$ cat config.mk
export PLATFORM = sky130hd
export DESIGN_NAME = result_buffer
export DESIGN_NICKNAME = d
export VERILOG_FILES = /design/src/rtl/result_buffer.sv
export SDC_FILE = /design/constraint.sdc
export NUM_CORES = 1
export LEC_CHECK = 0
export CAP_MARGIN = 20
export CORE_AREA = 2 2 135 137
export DETAILED_ROUTE_END_ITERATION = 8
export DIE_AREA = 0 0 137 139
export PLACE_DENSITY = 0.48
export SLEW_MARGIN = 0
export SYNTH_ARGS = -nofsm -noshare
export SYNTH_HDL_FRONTEND = slang
export SYNTH_SLANG_ARGS = --single-unit
$ cat constraint.sdc
create_clock -name clk_i -period 3.59 [get_ports clk_i]
set_clock_uncertainty 0.15 [all_clocks]
set_input_delay 0.5385 -clock clk_i [delete_from_list [all_inputs] [get_ports clk_i]]
set_output_delay 0.5385 -clock clk_i [all_outputs]
set_load 0.05 [all_outputs]
$ cat src/rtl/result_buffer.sv
// Pairs two consecutive adder sums (lower, then upper) into one wide result word held for the SRAM writer.
// Optional RESULT_BUFFER_CARRY_CHAIN_EN feeds the stored lower-half carry back to the adder as carry_o.
module result_buffer #(
  parameter int DATA_W        = 32,
  parameter int MEM_WORD_SIZE = 64,
  parameter int CNT_W         = 16
) (
  input  logic                     clk_i,
  input  logic                     rst_i,
  input  logic [DATA_W-1:0]        result_i,
  input  logic                     carry_i,
  input  logic                     buffer_write,
  input  logic                     buffer_control,
  output logic [MEM_WORD_SIZE-1:0] buff_result,
  output logic                     word_valid_o,
  output logic                     overflow_o,
  output logic                     proto_err_o,
  output logic [CNT_W-1:0]         word_count_o,
  output logic                     carry_o
);

  typedef enum logic {
    EMPTY = 1'b0,
    LOW   = 1'b1
  } state_e;

  state_e                   state_q, state_d;
  logic [DATA_W-1:0]        lower_q, lower_d;
  logic [MEM_WORD_SIZE-1:0] buff_q, buff_d;
  logic                     valid_q, valid_d;
  logic                     ovf_q, ovf_d;
  logic                     perr_q, perr_d;
  logic [CNT_W-1:0]         cnt_q, cnt_d;
`ifdef RESULT_BUFFER_CARRY_CHAIN_EN
  logic                     low_carry_q, low_carry_d;
`endif

  // buffer_write is active-low: a strobe is a cycle with buffer_write == 0.
  always_comb begin
    // NOTE: every next-state signal defaults to its register first, so no path leaves one unassigned and no latch is inferred.
    state_d = state_q;
    lower_d = lower_q;
    buff_d  = buff_q;
    valid_d = valid_q;
    ovf_d   = ovf_q;
    perr_d  = perr_q;
    cnt_d   = cnt_q;
`ifdef RESULT_BUFFER_CARRY_CHAIN_EN
    low_carry_d = low_carry_q;
`endif
    if (!buffer_write) begin
      if (!buffer_control) begin
        // A repeated lower capture simply replaces the pending half.
        state_d = LOW;
        lower_d = result_i;
        valid_d = 1'b0;
`ifdef RESULT_BUFFER_CARRY_CHAIN_EN
        low_carry_d = carry_i;
`endif
      end else if (state_q == LOW) begin
        state_d = EMPTY;
        buff_d  = {result_i, lower_q};
        valid_d = 1'b1;
        cnt_d   = cnt_q + 1'b1;
        if (carry_i) ovf_d = 1'b1;
      end else begin
        // Upper half with nothing to pair it with: drop the data, flag it.
        perr_d = 1'b1;
      end
    end
  end

  always_ff @(posedge clk_i) begin
    // NOTE: non-blocking assignments so every register samples pre-edge values regardless of statement order.
    if (rst_i) begin
      state_q <= EMPTY;
      lower_q <= '0;
      buff_q  <= '0;
      valid_q <= 1'b0;
      ovf_q   <= 1'b0;
      perr_q  <= 1'b0;
      cnt_q   <= '0;
    end else begin
      state_q <= state_d;
      lower_q <= lower_d;
      buff_q  <= buff_d;
      valid_q <= valid_d;
      ovf_q   <= ovf_d;
      perr_q  <= perr_d;
      cnt_q   <= cnt_d;
    end
  end

`ifdef RESULT_BUFFER_CARRY_CHAIN_EN
  always_ff @(posedge clk_i) begin
    if (rst_i) low_carry_q <= 1'b0;
    else       low_carry_q <= low_carry_d;
  end

  // Carry-in for the upper add is only meaningful while its lower half is pending.
  assign carry_o = (state_q == LOW) && low_carry_q;
`else
  assign carry_o = 1'b0;
`endif

  assign buff_result  = buff_q;
  assign word_valid_o = valid_q;
  assign overflow_o   = ovf_q;
  assign proto_err_o  = perr_q;
  assign word_count_o = cnt_q;

endmodule

# == After elaboration in Yosys (flattened, before gate mapping) ==
# Cells that the tools add are included.
# totals
ff_bits,116
inputBits,37
word_cells,20
# op_classes
n_addsub,1
eq_ne,1
muxes,3
n_bitwise,3
reduce_logical,5
# op_table
cell,n
$add 16x1->16 const B,1
$reduce_and 3->1,2
$reduce_and 2->1,2
$reduce_and 4->1,1
$mux 1,3
$not 1->1,3
$ne 2x1->1 const B,1

# == Depth between registers and ports, before layout ==
# logic_depth
word_depth,2
depth_mapped,6
depth_no_buf,5

# == Least setup slack after synthesis ==
# OpenSTA, ideal clock, no wires.
# synth_path
kind,reg2reg
startpoint,"register cnt_q[0], in the netlist word_count_o[0]"
endpoint,"register cnt_q[14], in the netlist word_count_o[14]"
t_arrival_ns,1.703
path_slack_ns,1.623
path_stages_with_launch,6
period_less_slack_ns,1.967
cell_sequence,dfxtp_1 -> ha_1 -> nand4b_4 -> nor4_2 -> nor3b_1 -> a21o_1
# synth_between
elab_chain_cells,1
# synth_rtl
item,line_no,text
"start, declared",33,"logic [CNT_W-1:0] cnt_q, cnt_d;"
"start signal, assigned",90,cnt_q <= cnt_d;
$add 16x1->16,64,cnt_d = cnt_q + 1'b1;
# No other way between the ends.
# A chain may end at the register's enable or synchronous reset.

# == Worst setup path after layout ==
# layout_path
startpoint,"register cnt_q[10], in the netlist word_count_o[10]"
endpoint,output word_count_o[10]
# layout_rtl
item,line_no,text
"end, declared",18,"output logic [CNT_W-1:0] word_count_o,"
# No word-level cell between the ends.

==> metrics.txt <==
crit-path cells=clkdlybuf4s50_1; final-report hold violation count=0; Post-DRT Antenna Nets=0; Synth area leaders=dfxtp_1 (54%), nand2_1 (16%), a21oi_1 (11%), a21oi_2 (2.0%), nor2_1 (1.6%); Clock Latency Late Sink=410 ps; final setup fails=0; Distinct cells, synth=36; Nets=664; Die X=137 um; flop and latch count out of synthesis=116; Slew headroom=0.398; Tightest Pin Transition=901 ps; max cap viols=0; Via density=4.34; Hold Crit Class=flop to flop; met3 Use GR=0.0420; TritonRoute pass-1 iters=4; leakage=2.14 nW; CTS max path bufs=2; CTS Sinks=116; most common cell after layout, fill and taps aside=nand2_1; Worst VDD drop=0.323 mV; dpl hpwl=7250 um; global route total overflow=0; initial DRC count=140; Mapped Avg Cell Area=8.29 um^2; GRT Max-Usage Layer=met2; cell taking the most area after synthesis=dfxtp_1; min Tclk post-route=2420 ps; WL per Instance=13.2 um; simple-gate portion of the synthesized area=0.250; Root Buffer Master=clkbuf_16; M1 GR Usage=0.160; Post-Synth Adder-Cell Area=0.00289; I/O Pins=121; I/O Buffers=119; Synth Instances=522; Post-CTS Setup Inserts=0; Post-synth EDFFs=0; critical path class=flop to output pin; crit-path max cell delay=860 ps; # rows=49; share of cells above drive strength 1=0.102; Final Power=3.23 mW; share of the synthesized area in the top cell type=0.537; Primary FF master, synth=dfxtp_1; vias in the first global route=3,700; critical path endpoint category=output pin; reg-to-reg setup timing slack=1590 ps; largest net degree at the start of global routing=70; Core Region=0.0177 mm^2; ant diodes=0; critical path data arrival time=1730 ps; die height=139 um; final WL=11,500 um; post-synthesis compound-gate area fraction=0.134; total CTS buffers=17; maximum clock frequency=413 MHz; post-synthesis xor/xnor area fraction=0.0202; hold depth=2; worst-path maximum fanout=6; Pwr per Cell Area=516 mW/mm^2; via count=3,767; multiplexer area fraction after synthesis=0.00521; total track usage=0.126; setup TNS=0 ps; startpoint types=flop; DRC viols=0; Slowest cell on crit path=clkdlybuf4s50_1; Hold Buf Count CTS=0; family with the most delay on the worst path=buffers and inverters; required time of the critical path=2900 ps; Pins Over Slew Limit=0; most frequent cells in the layout=nand2_1 (187), clkdlybuf4s50_1 (118), dfxtp_1 (116); status=complete, no violations; met2 Resource Use GR=0.195; clock transition at the registers of the reported paths=60 ps; Critical path buffers and inverters=1; post-CTS sizing=0; R2R Path End=word_count_o[11]; die area=0.0190 mm^2; R2R depth=4; first-pass GRT wire length=18,900 um; share of flip-flops with an asynchronous set or reset=0; CTS tree=done; period utilization=0.674; synthesized cell area=0.00433 mm^2; area grow syn2layout=44.5%; Initial Utilization=0.245; sequential share of the synthesized area=0.537; syn nets=560; reg2reg start=state_q; main combinational cell family by area after synthesis=simple AND/OR/NAND/NOR gates; H-tree levels=4; GPL Wtd Cong=0.717; Synth warnings=0; unrepaired setup endpoints after global routing=no; Hold Crit Start=lower_q[21]; initial antenna violation count=0; Hold EP=buff_result[21]
synth_stat cells, drive strengths merged, types with 2 or more instances:
cell      n
nand3     3
nor3      5
xor2      3
nor2     20
inv       4
mux2      2
nand4b    2
nor2b     2
dfxtp   116
xnor2     7
nand4     7
nor4      4
nand2   197
a21oi   101
buf      21
clkbuf   16
flip-flops by register name, indices dropped and copies added (netlist names):
register and cells:
buff_result 64, lower_q 32, word_count_o 16, overflow_o 1
proto_err_o 1, state_q 1, word_valid_o 1
cell type report:
type	count	area [um^2]
Timing Repair Buffer	122	1240
Clock buffer	22	454
Multi-Input combinational cell	365	1800
Tap cell	229	287
Clock inverter	10	131
Sequential cell	116	2320
Fill cell	1847	11400
Inverter	4	15.0
worst max-delay path by stage:
| stage | startpoint | cells after the start | slack (ps) | end |
|---|---|---|---|---|
| global placement | buffer_control | 5 | 830 | word_count_o[11] |
| finish | word_count_o[10] | 1 | 1170 | word_count_o[10] |
| global route | buffer_control | 5 | 1050 | word_count_o[11] |
| detailed placement | buffer_control | 5 | 770 | word_count_o[11] |
| CTS | word_count_o[10] | 1 | 1130 | word_count_o[10] |
| floorplan | word_count_o[0] | 5 | 1620 | word_count_o[14] |
stage by stage:
step,util,hold WS [ps],setup WS [ps],cells,instance area (um^2)
detailed placement,0.321,292,769,836,5660
floorplan,-,282,1620,522,4330
finish,0.354,300,1170,868,6250
global placement,0.321,288,834,836,5660
global route,0.354,316,1050,868,6250
CTS,0.354,300,1130,868,6250
metal layers:
layer,part of all wire,routed length [um]
met1,0.47,5380
met2,0.46,5280
met3,0.057,655
met4,0.016,181
met5,0,0
cells by family (layout without fill, tap and decap cells):
| logic type | count (synthesis) | in the layout |
|---|---|---|
| AND/OR/NAND/NOR | 245 | 245 |
| flip-flops | 116 | 116 |
| AO/OA/AOI/OAI | 106 | 106 |
| buffers and inverters | 41 | 158 |
| XOR/XNOR | 10 | 10 |
| multiplexers | 2 | 2 |
| adder cells (fa/ha/maj) | 1 | 1 |
| other | 1 | 1 |
report_power, final:
| part | internal, mW | switching [mW] | total [mW] |
|---|---|---|---|
| combinational | 0.0811 | 0.135 | 0.216 |
| sequential | 1.32 | 0.0170 | 1.34 |
| clock | 1.10 | 0.571 | 1.67 |
(Power assumes the default switching activity.)
